`src/rtl/note_frame_pkg.sv`:
```
// Shared types and constants for the note frame writer: lane count, matrix depth,
// lane-to-column mapping and the frame swap state encoding.
package note_frame_pkg;

    localparam int NUM_LANES = 4;
    localparam int ROWS      = 16;

    // Matrix column driven by each lane.
    localparam int LANE_COL [NUM_LANES] = '{32'd0, 32'd5, 32'd10, 32'd15};

    typedef logic [1:0]  lane_idx_t;
    typedef logic [15:0] lane_bits_t;

    typedef enum logic {
        CLEAN = 1'b0,
        DIRTY = 1'b1
    } swap_state_t;

endpackage

```
`src/rtl/note_frame_writer_if.sv`:
```
// Note request handshake: the producer presents a lane index with valid, and the
// writer answers ready when that lane has no note already pending.
interface note_frame_writer_if;
    import note_frame_pkg::*;

    logic      note_valid;
    lane_idx_t note_col;
    logic      note_ready;

    modport master (output note_valid, output note_col, input  note_ready);
    modport slave  (input  note_valid, input  note_col, output note_ready);

endinterface

```
`src/rtl/note_lane.sv`:
```
// One falling-note lane: a pending request slot, a ROWS-deep shifter, and the
// bottom-window hit judge producing registered hit/miss pulses.
module note_lane
    import note_frame_pkg::*;
#(
    parameter int HIT_ROWS = 2
) (
    input  logic       Clock,
    input  logic       Reset,
    input  logic       tick,
    input  logic       accept,
    input  logic       hit,
    output lane_bits_t bits,
    output logic       pending,
    output logic       changed,
    output logic       lane_hit,
    output logic       lane_miss
);

    lane_bits_t bits_r;
    logic       pending_r;
    logic       lane_hit_r;
    logic       lane_miss_r;

    logic       window_hit_s;
    logic [3:0] clear_idx_s;
    logic       clear_s;
    lane_bits_t judged_s;
    lane_bits_t next_bits_s;
    logic       inject_s;
    logic       fall_off_s;
    logic       stray_s;

    // Judge first, then shift on tick, then inject the pending note into row 0.
    always_comb begin
        window_hit_s = 1'b0;
        clear_idx_s  = 4'd0;
        for (int r = ROWS - HIT_ROWS; r < ROWS; r++) begin
            if (bits_r[r]) begin
                window_hit_s = 1'b1;
                clear_idx_s  = r[3:0];
            end else begin
                window_hit_s = window_hit_s;
            end
        end
        clear_s  = hit & window_hit_s;
        stray_s  = hit & ~window_hit_s;
        judged_s = bits_r;
        if (clear_s) begin
            judged_s[clear_idx_s] = 1'b0;
        end else begin
            judged_s = bits_r;
        end
        fall_off_s = tick & judged_s[ROWS-1];
        inject_s   = tick & pending_r;
        if (tick) begin
            next_bits_s = {judged_s[ROWS-2:0], inject_s};
        end else begin
            next_bits_s = judged_s;
        end
    end

    assign changed   = (next_bits_s != bits_r);
    assign bits      = bits_r;
    assign pending   = pending_r;
    assign lane_hit  = lane_hit_r;
    assign lane_miss = lane_miss_r;

    // Lane state, pending slot and the one-cycle result pulses.
    always_ff @(posedge Clock or posedge Reset) begin
        if (Reset) begin
            bits_r      <= '0;
            pending_r   <= 1'b0;
            lane_hit_r  <= 1'b0;
            lane_miss_r <= 1'b0;
        end else begin
            bits_r      <= next_bits_s;
            lane_hit_r  <= clear_s;
            lane_miss_r <= stray_s | fall_off_s;
            // A request accepted on a tick cycle waits for the next tick.
            if (inject_s) begin
                pending_r <= 1'b0;
            end else if (accept) begin
                pending_r <= 1'b1;
            end else begin
                pending_r <= pending_r;
            end
        end
    end

endmodule

```
`src/rtl/note_frame_writer.sv`:
```
// Writer side of the 16x16 LED frame: four note lanes, tear-free red publication
// on frame_done, and an optional green hit-line overlay (NOTE_FRAME_HITLINE_EN).
module note_frame_writer
    import note_frame_pkg::*;
#(
    parameter int HIT_ROWS = 2
) (
    input  logic                  Clock,
    input  logic                  Reset,
    note_frame_writer_if.slave    req,
    input  logic                  tick,
    input  logic [3:0]            hit,
    input  logic                  frame_done,
    output logic [3:0]            lane_hit,
    output logic [3:0]            lane_miss,
    output logic [15:0][15:0]     RedPixels,
    output logic [15:0][15:0]     GrnPixels
);

    lane_bits_t           lane_bits_s [NUM_LANES];
    logic [NUM_LANES-1:0] pending_s;
    logic [NUM_LANES-1:0] changed_s;
    logic [NUM_LANES-1:0] accept_s;
    logic [15:0][15:0]    image_s;
    swap_state_t          state_r;

    assign req.note_ready = ~pending_s[req.note_col];

    for (genvar i = 0; i < NUM_LANES; i++) begin : g_lane
        assign accept_s[i] = req.note_valid & req.note_ready &
                             (req.note_col == lane_idx_t'(i));

        note_lane #(
            .HIT_ROWS (HIT_ROWS)
        ) u_lane (
            .Clock     (Clock),
            .Reset     (Reset),
            .tick      (tick),
            .accept    (accept_s[i]),
            .hit       (hit[i]),
            .bits      (lane_bits_s[i]),
            .pending   (pending_s[i]),
            .changed   (changed_s[i]),
            .lane_hit  (lane_hit[i]),
            .lane_miss (lane_miss[i])
        );
    end

    // Working image: lane bits placed in their matrix columns, others dark.
    always_comb begin
        image_s = '0;
        for (int l = 0; l < NUM_LANES; l++) begin
            for (int r = 0; r < ROWS; r++) begin
                image_s[r][LANE_COL[l]] = lane_bits_s[l][r];
            end
        end
    end

    // Dirty/swap FSM: publish the current (pre-change) image on frame_done.
    always_ff @(posedge Clock or posedge Reset) begin
        if (Reset) begin
            state_r   <= CLEAN;
            RedPixels <= '0;
        end else begin
            case (state_r)
                CLEAN: begin
                    RedPixels <= RedPixels;
                    if (|changed_s) begin
                        state_r <= DIRTY;
                    end else begin
                        state_r <= CLEAN;
                    end
                end
                DIRTY: begin
                    if (frame_done) begin
                        RedPixels <= image_s;
                        state_r   <= (|changed_s) ? DIRTY : CLEAN;
                    end else begin
                        RedPixels <= RedPixels;
                        state_r   <= DIRTY;
                    end
                end
                default: begin
                    RedPixels <= '0;
                    state_r   <= DIRTY;
                end
            endcase
        end
    end

`ifdef NOTE_FRAME_HITLINE_EN
    // Hit-line overlay: bottom window rows lit once reset releases.
    always_ff @(posedge Clock or posedge Reset) begin
        if (Reset) begin
            GrnPixels <= '0;
        end else begin
            for (int r = 0; r < ROWS; r++) begin
                GrnPixels[r] <= (r >= ROWS - HIT_ROWS) ? 16'hFFFF : 16'h0000;
            end
        end
    end
`else
    assign GrnPixels = '0;
`endif

endmodule

```
`src/flat_wrapper.sv`:
```
// flat-port wrapper written by rule: the top's interface ports become plain ports
module note_frame_writer_flat import note_frame_pkg::*;
#(
    parameter int HIT_ROWS = 2
)
  (Clock, Reset, tick, hit, frame_done, lane_hit, lane_miss, RedPixels, GrnPixels, req_note_valid, req_note_col, req_note_ready);
  note_frame_writer_if req_i ();
  input  logic Clock;
  input  logic Reset;
  input  logic tick;
  input  logic [3:0] hit;
  input  logic frame_done;
  output logic [3:0] lane_hit;
  output logic [3:0] lane_miss;
  output logic [15:0][15:0] RedPixels;
  output logic [15:0][15:0] GrnPixels;
  input wire logic [$bits(req_i.note_valid)-1:0] req_note_valid;
  input wire logic [$bits(req_i.note_col)-1:0] req_note_col;
  output wire logic [$bits(req_i.note_ready)-1:0] req_note_ready;
  assign req_i.note_valid = req_note_valid;
  assign req_i.note_col = req_note_col;
  assign req_note_ready = req_i.note_ready;
  note_frame_writer #(.HIT_ROWS(HIT_ROWS)) u_core (.Clock(Clock), .Reset(Reset), .req(req_i), .tick(tick), .hit(hit), .frame_done(frame_done), .lane_hit(lane_hit), .lane_miss(lane_miss), .RedPixels(RedPixels), .GrnPixels(GrnPixels));
endmodule
```
`config.mk`:
```
export PLATFORM = sky130hd
export DESIGN_NAME = note_frame_writer_flat
export DESIGN_NICKNAME = d
export VERILOG_FILES = /design/src/rtl/note_frame_pkg.sv /design/src/rtl/note_frame_writer_if.sv /design/src/rtl/note_lane.sv /design/src/rtl/note_frame_writer.sv /design/src/flat_wrapper.sv
export SDC_FILE = /design/constraint.sdc
export NUM_CORES = 1
export LEC_CHECK = 0
export CAP_MARGIN = 10
export CORE_AREA = 2 2 206 208
export CTS_BUF_LIST = sky130_fd_sc_hd__clkbuf_4 sky130_fd_sc_hd__clkbuf_8
export DETAILED_ROUTE_END_ITERATION = 12
export DIE_AREA = 0 0 208 210
export GPL_TIMING_DRIVEN = 0
export SLEW_MARGIN = 20
export SYNTH_ARGS = -nofsm -noshare
export SYNTH_HDL_FRONTEND = slang
export SYNTH_SLANG_ARGS = --single-unit
```
`constraint.sdc`:
```
create_clock -name Clock -period 5.45 [get_ports Clock]
set_input_delay 0.8175 -clock Clock [delete_from_list [all_inputs] [get_ports Clock]]
set_output_delay 0.8175 -clock Clock [all_outputs]
set_load 0.01 [all_outputs]
```
; ---- Word-level counts from Yosys, hierarchy flattened
; Cells that the tools add are included.
[word_totals]
ff_bits = 333
inputBits = 11
out_inout_bits = 521
elab_cells = 147
[classes]
magnitude_cmp = 9
eq_ne = 8
n_mux = 47
n_bitwise = 39
n_reduce_logical = 11
[op_table]
columns = cell, count
row1 = two-way mux 256 bit, 2
row2 = two-way mux 16 bit, 8
row3 = AND 16 bit, 4
row4 = inequality test 16 bit, 4
row5 = NOT 16 bit, 4
row6 = two-way mux 4 bit, 8
row7 = two-way mux 1 bit, 23
row8 = AND 1 bit, 21
row9 = less-than comparator 4 x 5 -> 1 bit (second input constant), 4
row10 = demux 1 bit (select 4 bit), 4
row11 = greater-or-equal comparator 4 x 1 -> 1 bit (second input constant), 4
row12 = nonzero test 2 bit, 4
row13 = NOT 1 bit, 6
row14 = == test 2 bit (second input constant), 2
row15 = logical AND 1 bit, 4
row16 = OR 1 bit, 4
row17 = OR reduction 4 bit, 1
row18 = less-than comparator 2 x 3 -> 1 bit (second input constant), 1
row19 = binary-select mux 1 bit (select 2 bit), 1
row20 = == test 2 x 1 -> 1 bit (second input constant), 1
row21 = zero test 2 bit, 1
row22 = inequality test 2 bit (second input constant), 1
row23 = case mux 1 bit (2 select lines), 1
row24 = AND reduction 2 bit, 1

; ---- Logic depth before layout (Yosys ltp)
[depth]
word_depth = 15
mapped_depth = 6
depth_no_buf = 6

; ---- Cells and area by module
; Synthesis repeated with hierarchy kept, for this count alone.
[unflattened]
hier_cells = 872
hier_area_um2 = 9250.1
[modules_own_cells]
columns = module, instances, cells_each, area_per_inst_um2, seq_area_each_um2
row1 = note_frame_writer, 1, 596, 5906.9, 1626.6
row2 = note_lane, 4, 69, 835.8, 475.5

; ---- Worst setup path after synthesis
; Ideal clock, no wire load.
[synth_path]
kind = input port to output port
start = input req_note_col[0]
end = output req_note_ready
arrival_ns = 1.378
required_time_ns = 4.633
setup_slack_ns = 3.254
cell_stages = 2
n_path_buf = 0
path_cell_list = mux4_2 > inv_1
[synth_between]
elab_chain_len = 3
[synth_rtl]
columns = item, line_no
row1 = from (decl), flat_wrapper.sv:18  ; input wire logic [$bits(req_i.note_col)-1:0] req_note_col;
row2 = binary-select mux 1 bit (select 2 bit), note_frame_writer.sv:27  ; assign req.note_ready = ~pending_s[req.note_col];
row3 = two-way mux 1 bit (not written as such), note_frame_writer.sv:27
row4 = NOT 1 bit, note_frame_writer.sv:27
row5 = to (decl), flat_wrapper.sv:19  ; output wire logic [$bits(req_i.note_ready)-1:0] req_note_ready;
; Every way passes these cells. The select of a mux whose other input is x is not followed.

; ---- Worst setup path after layout
; Ends and elaborated chain as after synthesis.

==> flow_summary.json <==
{
  "finalHoldViolCount": 0,
  "synthTopCellsByArea": "dfrtp_1 (39%), buf_4 (38%), mux2_2 (11%), mux2_1 (2.1%), nand2_1 (1.1%)",
  "vdd_drop_max_mv": 0.185,
  "drive_gt1_share_pct": 40.7,
  "dp_cells": 1951,
  "cp_max_fo": 5,
  "setup_violations": 0,
  "clock.fmax_ghz": 0.299,
  "core_um2": 41500,
  "clk_latency_ns": 0.45,
  "diodes": 0,
  "drt_iter0_markers": 149,
  "p_sw_mw": 1.34,
  "slew_headroom_pct": 44.8,
  "p_comb_share_pct": 36.3,
  "skew_ns": 0.0114,
  "final_antenna_net_count": 0,
  "synth_seq_cells": 141,
  "crit_type": "in -> out",
  "swShare_pct": 34.7,
  "tightest_slew_ns": 0.828,
  "grt_overflow": 0,
  "first_global_vias": 5466,
  "fin_util_pct": 30.7,
  "p_leak_nw": 7.19,
  "grt_max_degree": 81,
  "p_seq_share_pct": 40.9,
  "vias": 6142,
  "antenna_found_initial": 1,
  "cp.required_ns": 4.63,
  "die_area_um2": 43700,
  "ys_async_sr_fraction_pct": 100,
  "clockRootBuffer": "clkbuf_8",
  "period_minus_slack_ns": 3.34,
  "wl_per_cell_um": 10.8,
  "ios": 532,
  "die-width_um": 208,
  "p_clk_share_pct": 22.8,
  "cp-end-kind": "primary output",
  "ctsLongestPathBuffers": 2,
  "cp.arrival_ns": 2.52,
  "layout_commonest_cell": "buf_4",
  "gp_congestion": 0.774,
  "routed_wl_um": 21500,
  "synth-warning-count": 0,
  "drt-pass1-iter-count": 4,
  "place_ws_ns": 2.11,
  "synth_cell_types": 43,
  "fin_cells": 1983,
  "grt_use_total_pct": 9.28,
  "final.period_utilization_pct": 61.3,
  "drv_slew": 0,
  "p_per_area_nw_per_um2": 303,
  "hpwl_um": 17800,
  "final_nets": 1442,
  "fin_area_um2": 12700,
  "portBuffers": 83,
  "postCtsHoldBufs": 0,
  "initial_core_util_pct": 22.0,
  "fin_ws_ns": 2.11,
  "numCtsBuffers": 17,
  "start_kind": "input port",
  "cts_tree": "yes",
  "rows": 75,
  "h-tree-depth": 4,
  "fillerInstances": 4356,
  "fp.dieH_um": 210,
  "syn_area_um2": 9120,
  "cts_sinks": 141,
  "hp-class": "reg -> reg",
  "syn-instance-count": 881,
  "yosysTopAreaCell": "dfrtp_1",
  "synth_edf_count": 0,
  "routed_via_density": 3.10,
  "area_growth_pct": 39.8,
  "synth_ff_type": "dfrtp_1",
  "post-route-drc-count": 0,
  "post_cts_resize_count": 0,
  "clkTransAtPathRegs_ns": 0.08,
  "yosysSeqAreaShare_pct": 38.7,
  "placed_area_um2": 12300,
  "mostFrequentLayoutCells": "buf_4 (456), conb_1 (448), dfrtp_1 (141)",
  "maxCapViolations": 0,
  "rsz0062_at_grt": "false",
  "grt_pass1_wl_um": 32200,
  "status": "finished clean",
  "postCtsSetupBuffers": 0,
  "internal_power_mw": 2.52,
  "synth_top_area_share_pct": 38.7,
  "syn_avg_cell_area_um2": 10.4
}
-- worst paths after layout --
path	to	slack [ns]	startpoint	depth (start not counted)
setup / recovery	req_note_ready	2.11	req_note_col[0]	4
hold / removal	u_core.RedPixels[239]	0.50	u_core.RedPixels[239]	1
setup reg to reg	u_core.state_r	3.40	u_core.g_lane[1].u_lane.bits[2]	6
hold reg to reg	u_core.RedPixels[239]	0.50	u_core.RedPixels[239]	1
max in group asynchronous	u_core.g_lane[2].u_lane.bits[5]	3.93	Reset	3
min in group asynchronous	u_core.RedPixels[16]	0.78	Reset	2
-- layer usage --
layer | share of wire [%] | track usage [%] | wire [µm]
met1 | 34 | 9.31 | 7270
met2 | 57 | 18.3 | 12200
met3 | 8.1 | 2.92 | 1730
met4 | 1.3 | 2.49 | 289
met5 | 0 | 0 | 0
-- area by class of cell --
cell class | instances | area [µm²] | area share, %
clock inverters | 15 | 175 | 1.37
repair buffers | 84 | 858 | 6.73
well taps | 539 | 674 | 5.29
inverters | 13 | 56.3 | 0.442
multi-input cells | 703 | 3740 | 29.3
flip-flops and latches | 141 | 3530 | 27.7
clock buffers | 17 | 234 | 1.84
plain buffers | 471 | 3480 | 27.3
-- sequential cells by signal (all words and copies together) (netlist names) --
signal and flops:
u_core.RedPixels 64, u_core.g_lane.u_lane.bits 64, u_core.g_lane.u_lane.lane_hit 4, u_core.g_lane.u_lane.lane_miss 4, u_core.g_lane.u_lane.pending 4, u_core.state_r 1
-- metrics by stage --
| step | power (mW) | hold slack (ns) | TNS [ns] |
|---|---|---|---|
| after floorplan | 2.41 | 0.490 | 0 |
| after detailed placement | 2.99 | 0.479 | 0 |
| after global placement | 2.98 | 0.472 | -157.76 |
| final | 3.86 | 0.499 | 0 |
| after global routing | 4.10 | 0.526 | 0 |
| after CTS | 3.89 | 0.501 | 0 |
-- cells in the mapped netlist (2+ instances only) --
cell type / instances
nand3_1: 12
mux2i_1: 5
a211oi_1: 2
or3_1: 2
nor3_1: 10
nor4_2: 2
nor2_1: 14
clkbuf_1: 13
o22ai_1: 6
o2111ai_1: 2
and3_1: 4
buf_1: 2
inv_2: 2
nand2_1: 27
o21ai_0: 16
buf_4: 456
o21ai_1: 9
nand2b_1: 3
dfrtp_1: 141
nand4_1: 6
inv_1: 11
mux2_1: 17
a21oi_1: 5
mux2_2: 89
nor4_1: 7
-- worst max-delay path: stages --
cell and delay (ns):
clkdlybuf4s50_1 0.57, mux4_2 0.53, inv_1 0.07, clkdlybuf4s50_1 0.54
-- power by group through the flow --
stage	clock network, mW	logic [mW]	registers, mW
final	0.880	1.40	1.58
after global routing	0.947	1.52	1.63
after CTS	0.905	1.40	1.58
after detailed placement	0	1.40	1.60
after global placement	0	1.38	1.60
after floorplan	0	0.819	1.59
-- kinds of logic (layout without fill, tap and decap cells) --
kind of cell	Yosys count	after routing	share of synthesized area, %
AOI/OAI and AO/OA	50	50	3.49
buffers and inverters	484	600	38.7
DFF	141	141	38.7
muxes	112	112	13.9
other	1	448	0.0411
and+or+nand+nor	93	93	5.20
(Power assumes the default switching activity.)
